===== src/rtl/bootrom_loader.sv =====
// Boot ROM to L2/TCDM copy engine: reads consecutive words from a synchronous
// ROM port and writes them out over a req/gnt memory write port.
module bootrom_loader #(
    parameter int ROM_ADDR_WIDTH = 8,
    parameter int DATA_WIDTH     = 32,
    parameter int MEM_ADDR_WIDTH = 32
) (
    input  logic                      CLK,
    input  logic                      RST,
    input  logic                      start_i,
    input  logic [ROM_ADDR_WIDTH-1:0] src_addr_i,
    input  logic [MEM_ADDR_WIDTH-1:0] dst_addr_i,
    input  logic [ROM_ADDR_WIDTH:0]   len_i,
    output logic                      busy_o,
    output logic                      done_o,
    output logic                      rom_cen_o,
    output logic [ROM_ADDR_WIDTH-1:0] rom_a_o,
    input  logic [DATA_WIDTH-1:0]     rom_q_i,
    output logic                      mem_req_o,
    input  logic                      mem_gnt_i,
    output logic [MEM_ADDR_WIDTH-1:0] mem_addr_o,
    output logic                      mem_we_o,
    output logic [DATA_WIDTH/8-1:0]   mem_be_o,
    output logic [DATA_WIDTH-1:0]     mem_wdata_o,
    output logic [2:0]                dbg_state_o
);

    localparam int BE_WIDTH = DATA_WIDTH / 8;
    localparam logic [MEM_ADDR_WIDTH-1:0] STRIDE   = MEM_ADDR_WIDTH'(BE_WIDTH);
    localparam logic [ROM_ADDR_WIDTH-1:0] ROM_ONE  = ROM_ADDR_WIDTH'(1);
    localparam logic [ROM_ADDR_WIDTH:0]   IDX_ONE  = (ROM_ADDR_WIDTH+1)'(1);

    typedef enum logic [2:0] {
        IDLE = 3'd0,
        RD   = 3'd1,
        CAP  = 3'd2,
        WR   = 3'd3,
        DONE = 3'd4
    } state_e;

    // Handshake: a write transfers on any cycle where mem_req_o & mem_gnt_i are
    // both high; once raised, req/addr/data/we/be stay frozen until that cycle.

    state_e                    r_state;
    logic [ROM_ADDR_WIDTH:0]   r_idx;
    logic [ROM_ADDR_WIDTH:0]   r_len;
    logic [ROM_ADDR_WIDTH-1:0] r_rom_a;
    logic                      r_rom_cen;
    logic [MEM_ADDR_WIDTH-1:0] r_mem_addr;
    logic [MEM_ADDR_WIDTH-1:0] r_next_addr;
    logic                      r_mem_req;
    logic                      r_mem_we;
    logic [BE_WIDTH-1:0]       r_mem_be;
    logic [DATA_WIDTH-1:0]     r_mem_wdata;
    logic                      r_busy;
    logic                      r_done;

    logic [ROM_ADDR_WIDTH:0]   w_idx_inc;
    logic                      w_last;

    assign w_idx_inc = r_idx + IDX_ONE;
    assign w_last    = (w_idx_inc == r_len);

    always_ff @(posedge CLK) begin
        if (RST) begin
            r_state     <= IDLE;
            r_idx       <= '0;
            r_len       <= '0;
            r_rom_a     <= '0;
            r_rom_cen   <= 1'b1;
            r_mem_addr  <= '0;
            r_next_addr <= '0;
            r_mem_req   <= 1'b0;
            r_mem_we    <= 1'b0;
            r_mem_be    <= '0;
            r_mem_wdata <= '0;
            r_busy      <= 1'b0;
            r_done      <= 1'b0;
        end else begin
            case (r_state)
                IDLE: begin
                    r_done <= 1'b0;
                    if (start_i) begin
                        r_idx       <= '0;
                        r_len       <= len_i;
                        r_next_addr <= dst_addr_i;
                        if (len_i != '0) begin
                            r_state   <= RD;
                            r_rom_a   <= src_addr_i;
                            r_rom_cen <= 1'b0;
                            r_busy    <= 1'b1;
                        end else begin
                            r_state <= DONE;
                            r_done  <= 1'b1;
                        end
                    end
                end
                RD: begin
                    r_state   <= CAP;
                    r_rom_cen <= 1'b1;
                end
                CAP: begin
                    // ROM output is valid now because the address registered last cycle.
                    r_state     <= WR;
                    r_mem_wdata <= rom_q_i;
                    r_mem_addr  <= r_next_addr;
                    r_mem_req   <= 1'b1;
                    r_mem_we    <= 1'b1;
                    r_mem_be    <= '1;
                end
                WR: begin
                    if (mem_gnt_i) begin
                        r_mem_req   <= 1'b0;
                        r_mem_we    <= 1'b0;
                        r_mem_be    <= '0;
                        r_next_addr <= r_next_addr + STRIDE;
                        if (w_last) begin
                            r_state <= DONE;
                            r_busy  <= 1'b0;
                            r_done  <= 1'b1;
                        end else begin
                            r_state   <= RD;
                            r_idx     <= w_idx_inc;
                            r_rom_a   <= r_rom_a + ROM_ONE;
                            r_rom_cen <= 1'b0;
                        end
                    end
                end
                DONE: begin
                    r_state <= IDLE;
                    r_done  <= 1'b0;
                end
                default: begin
                    r_state   <= IDLE;
                    r_rom_cen <= 1'b1;
                    r_mem_req <= 1'b0;
                    r_busy    <= 1'b0;
                    r_done    <= 1'b0;
                end
            endcase
        end
    end

    assign busy_o      = r_busy;
    assign done_o      = r_done;
    assign rom_cen_o   = r_rom_cen;
    assign rom_a_o     = r_rom_a;
    assign mem_req_o   = r_mem_req;
    assign mem_addr_o  = r_mem_addr;
    assign mem_we_o    = r_mem_we;
    assign mem_be_o    = r_mem_be;
    assign mem_wdata_o = r_mem_wdata;
    assign dbg_state_o = r_state;

endmodule


===== config.mk =====
export PLATFORM = sky130hd
export DESIGN_NAME = bootrom_loader
export DESIGN_NICKNAME = d
export VERILOG_FILES = /design/src/rtl/bootrom_loader.sv
export SDC_FILE = /design/constraint.sdc
export NUM_CORES = 1
export LEC_CHECK = 0
export ABC_AREA = 1
export BUFFER_PORTS_ARGS = -buffer_cell sky130_fd_sc_hd__buf_2
export CAP_MARGIN = 15
export CORE_ASPECT_RATIO = 0.6
export CORE_MARGIN = 3
export CORE_UTILIZATION = 35
export DETAILED_ROUTE_END_ITERATION = 7
export PLACE_DENSITY_LB_ADDON = 0.1
export SKIP_CTS_REPAIR_TIMING = 1
export SYNTH_ARGS = -nofsm -noshare
export SYNTH_HDL_FRONTEND = slang
export SYNTH_SLANG_ARGS = --single-unit

===== constraint.sdc =====
create_clock -name CLK -period 2.45 [get_ports CLK]
set_input_delay 0.245 -clock CLK [delete_from_list [all_inputs] [get_ports CLK]]
set_output_delay 0.245 -clock CLK [all_outputs]
set_load 0.01 [all_outputs]

Yosys cells after proc, flatten, opt, wreduce, memory -nomap -nowiden
Cells that the tools add are included.
- bitwise operators: 4
- $add $sub $neg: 3
- eq/ne operators: 10
- multiplexer cells: 37
- reduce and logical (&&, ||, !) cells: 18
- operators with widths (operator ; count):
    two-way mux 32 bit ; 2
    case mux 32 bit (2 select lines) ; 1
    adder 32 x 3 -> 32 bit, second input constant ; 1
    two-way mux 8 bit ; 4
    two-way mux 9 bit ; 3
    case mux 9 bit (2 select lines) ; 1
    case mux 8 bit (2 select lines) ; 1
    AND reduction 5 bit ; 3
    two-way mux 1 bit ; 13
    two-way mux 3 bit ; 4
    case mux 1 bit (3 select lines) ; 4
    case mux 3 bit (4 select lines) ; 1
    inequality test 2 bit, second input constant ; 5
    adder 9 x 1 -> 9 bit, second input constant ; 1
    == test 9 bit ; 1
    nonzero test 9 bit ; 1
    adder 8 x 1 -> 8 bit, second input constant ; 1
    case mux 4 bit (2 select lines) ; 1
    AND reduction 2 bit ; 4
    == test 3 x 2 -> 1 bit, second input constant ; 2
    AND reduction 3 bit ; 2
    OR reduction 3 bit ; 2
    two-way mux 4 bit ; 1
    NOT 1 bit ; 4
    7 further kinds ; 9
- output and inout bits: 84
- logic and storage cells: 85
- input bits: 85
- register bits after elaboration: 134

Depth between registers and ports, before layout
- depth after elaboration: 5
- mapped depth: 15
- gate-level depth less buffers: 14

Least setup slack after synthesis
OpenSTA, ideal clock, no wires.
- path type: reg-to-reg
- start point: register r_idx[0]
- end point: register r_rom_a[2] (netlist: rom_a_o[2])
- arrival: 1.741 ns
- slack: 0.597 ns
- clock period less this slack: 1.853 ns
- required time: 2.337 ns
- cell stages (with the launch flop): 16
- setup time: 0.113 ns
- path buffers: 1
- path through: dfxtp_1 ha_1 nand2_2 inv_2 nand3_1 nand2_1 nand2_1 nand2_1 nand3_1 nor2_2 nand4_4 nand3_4 buf_6 nand2_1 nand2_1 nor2_1
- longest elaborated chain between the ends: 4
- RTL lines (item ; RTL line ; RTL):
    start, declared ; 45 ; logic [ROM_ADDR_WIDTH:0] r_idx;
    start signal, assigned ; 123 ; r_idx <= w_idx_inc;
    adder 9 x 1 -> 9 bit ; 61 ; assign w_idx_inc = r_idx + IDX_ONE;
    == test 9 bit ; 62 ; assign w_last = (w_idx_inc == r_len);
    inequality test 2 bit (no source line) ; - ;
    AND reduction 5 bit (no source line) ; - ;
    end signal, assigned ; 89 ; r_rom_a <= src_addr_i;
    end signal, assigned ; 124 ; r_rom_a <= r_rom_a + ROM_ONE;
    end, declared ; 47 ; logic [ROM_ADDR_WIDTH-1:0] r_rom_a;
No other way between the ends.
A chain may end at the register's enable or synchronous reset.

Worst setup path after layout
- start point: register r_idx[0]
- end point: register r_rom_a[1] (netlist: rom_a_o[1])
Same word-level chain as after synthesis.

==> metrics.md <==
| Metric | Value |
|---|---|
| Status | `finished clean` |
| Fmax achieved | `0.4670 GHz` |
| Global routing usage on met2 | `26.15%` |
| Sequential Power Share | `between 30% and 40%` |
| Synthesized net count | `between 1k and 1.5k` |
| Clk network pwr share | `25.0%` |
| Required time of the worst setup path | `2760 ps` |
| Mapped Area | `6345 sq um` |
| Final worst setup slack | `308.6 ps` |
| Core Box Area | `approximately 17,000 sq um` |
| PwrDens | `~1300 nW/um^2` |
| NumNets Final | `1,165` |
| Post-Place Worst Slack | `311.9 ps` |
| DR pass1 iterations | `5` |
| Logic pwr share | `39.5%` |
| Gpl congestion | `between 0.8 and 0.9` |
| Via density | `about 4.9` |
| Share of cells above drive strength 1 | `between 20% and 30%` |
| Clock Skew | `9.045 ps` |
| Min-delay worst type | `input pin to flip-flop` |
| I/O Buffers | `around 170` |
| Fill count | `1,790` |
| Die H | `approximately 110 um` |
| CP max FO | `13` |
| RSZ-0062 raised after global routing | `no` |
| Crit Path Class | `flip-flop to flip-flop` |
| Dpl hpwl | `14,630 um` |
| Antenna Violating Nets Remaining | `0` |
| MaxCap Viol Count | `0` |
| Clk slew on worst S/H paths | `roughly 60 ps` |
| Synth top area share | `41.02%` |
| Total net switching power | `approximately 4.3 mW` |
| Share of flip-flops with an asynchronous set or reset | `0%` |
| Cells along the critical path | `ha_1, nand2_2, inv_2, nand3_1, nand2_1, nand2_1, nand2_1, nand3_1, nor2_2, nand4_4, nand3_4, nand2_1, nand2_1, nor2_1` |
| Arrival @ worst endpoint | `2450 ps` |
| CTS Root Cell | `clkbuf_16` |
| Critical-path top delay cell | `dfxtp_1` |
| Final wirelength | `20,180 um` |
| WL/cell | `15.25 um` |
| Worst-skew pair later-pin latency | `410 ps` |
| Pin count of the biggest net entering global routing | `84` |
| Setup_tns | `0 ps` |
| Most frequent cells in the layout | `169 x nor2_1, 168 x buf_2, 146 x nand2_1, 130 x dfxtp_1, 112 x o21ai_0` |
| Worst Reg-to-Reg Cells | `14` |
| CTS H-tree lvls | `4` |
| Initial antenna violation count | `0` |
| CTS buffer count | `17` |
| Mapped Cells | `930` |
| Post-synth EDFFs | `0` |
| Hold Vio Cnt, Final | `0` |
| Crit. End Element | `flip-flop` |
| CTS tree | `built` |
| Final setup viols | `0` |
| Post-synth top area cell | `dfxtp_1` |
| Leakage power | `3.700 nW` |
| Part of the Yosys area used for sequential elements | `41.02%` |
| Finished Cell Area | `7953 sq um` |
| Area post-placement | `7368 sq um` |
| Yosys reg bits | `130` |
| Total track usage | `20.08%` |
| GRT overflow | `0` |
| DRC | `0` |
| Die ar. | `19,830 sq um` |
| Peak supply drop | `484.5 uV` |
| Hold Path Stages | `3` |
| Most Crowded Layer GR | `met1` |
| Final period util | `87.41%` |
| GRT met3 Usage | `roughly 5%` |
| Area Overhead vs Synth | `25.34%` |
| Yosys cell types | `37` |
| Slew headroom | `51.00%` |
| Site Rows | `37` |
| CP dominant cell by count | `nand2_1` |
| Minimum clock period | `~2100 ps` |
| CTS max path bufs | `2` |
| Switching portion of total power | `42.23%` |
| Startpoint Class | `flip-flop` |
| Commonest non-fill, non-tap cell in the layout | `nor2_1` |
| First-pass GRT wire length | `~32,000 um` |
| Vias in the first global route | `roughly 5.7k` |
| Top cells by area, synth | `dfxtp_1 41%, nor2_1 10%, o21ai_0 8.8%` |
| Effective utilization at floorplan | `36.35%` |
| Via count | `6,470` |
| Worst Max-Slew Pin Slew | `734.9 ps` |
| Hold WS | `58.40 ps` |
| Iter 0 DRT Violations | `between 400 and 500` |
| Die width | `179.8 um` |
| Ys Warns | `0` |
| Pint | `5.888 mW` |
| Fin. max-slew vios | `0` |
| Top_reg_cell synth | `dfxtp_1` |
| Syn avg cell area | `6.822 sq um` |
| TritonCTS Sinks | `130` |
| Ant diodes | `0` |
| Routing usage on met1 | `32.21%` |
| Critical Path Max Stage Delay | `440 ps` |
| Ports | `169` |
worst paths after layout:
check,from,to,slack [ps]
max,r_idx[0]$_SDFFE_PP0P_,rom_a_o[1]$_SDFFE_PP0P_,310
min,rom_q_i[26],mem_wdata_o[26]$_SDFFE_PP0P_,60
max reg2reg,r_idx[0]$_SDFFE_PP0P_,rom_a_o[1]$_SDFFE_PP0P_,310
min reg2reg,r_next_addr[31]$_SDFFE_PP0P_,r_next_addr[31]$_SDFFE_PP0P_,470
routing by layer:
metal | share of wire [%] | up-vias
li1 | - | 3370
met1 | 56 | 2835
met2 | 36 | 254
met3 | 7.5 | 11
met4 | 0.49 | 0
met5 | 0 | -
synthesized netlist by cell type, types with 8 or more instances:
| cell | instances |
|---|---|
| a21oi_1 | 80 |
| buf_2 | 8 |
| nor2_1 | 170 |
| inv_1 | 73 |
| nand3_1 | 66 |
| clkbuf_1 | 36 |
| dfxtp_1 | 130 |
| nand4_1 | 11 |
| o21ai_0 | 112 |
| xor2_1 | 11 |
| nand2_1 | 146 |
| nor3_1 | 15 |
power by group through the flow:
stage | clock network (mW) | registers [mW] | logic, mW
finish | 2.55 | 3.62 | 4.02
global route | 2.71 | 3.74 | 4.57
CTS | 2.62 | 3.61 | 4.04
detailed placement | 0 | 3.65 | 4.01
global placement | 0 | 3.64 | 4.04
floorplan | 0 | 3.71 | 2.57
critical path: cells and delay by family, from the launching register on:
family,cells,cell delay [ps]
fa+ha+maj,1,230
buf+inv,1,120
simple gates,12,1240
flops,1,440
registers in the layout (all words and copies together), names as in the netlist:
signal,cells
mem_addr_o,32
mem_wdata_o,32
r_next_addr,32
r_idx,9
r_len,9
rom_a_o,8
dbg_state_o,3
busy_o,1
done_o,1
mem_be_o,1
mem_req_o,1
rom_cen_o,1
stage by stage:
stage	cells	utilization, %	power (mW)
global route	1323	45.57	11.02
finish	1323	45.57	10.19
detailed placement	1292	42.22	7.658
floorplan	930	-	6.275
global placement	1292	42.22	7.682
CTS	1323	45.55	10.26
cell families after synthesis:
kind of cell             after synthesis  share of synthesized area (%)
XOR/XNOR                              16                          2.209
AO/OA/AOI/OAI                        216                          17.94
flip-flops                           130                          41.02
adder cells (fa/ha/maj)                3                         0.5917
buffers and inverters                131                          8.499
AND/OR/NAND/NOR                      434                          29.74
layout make-up:
class	count	area [sq um]	area share [%]
flip-flops and latches	130	2603	32.73
repair buffers	182	970.9	12.21
multi-input cells	669	3216	40.43
well taps	234	292.8	3.682
clock inverters	14	156.4	1.967
clock buffers	17	425.4	5.349
inverters	77	289.0	3.634
Power figures use the tool's default switching activity.
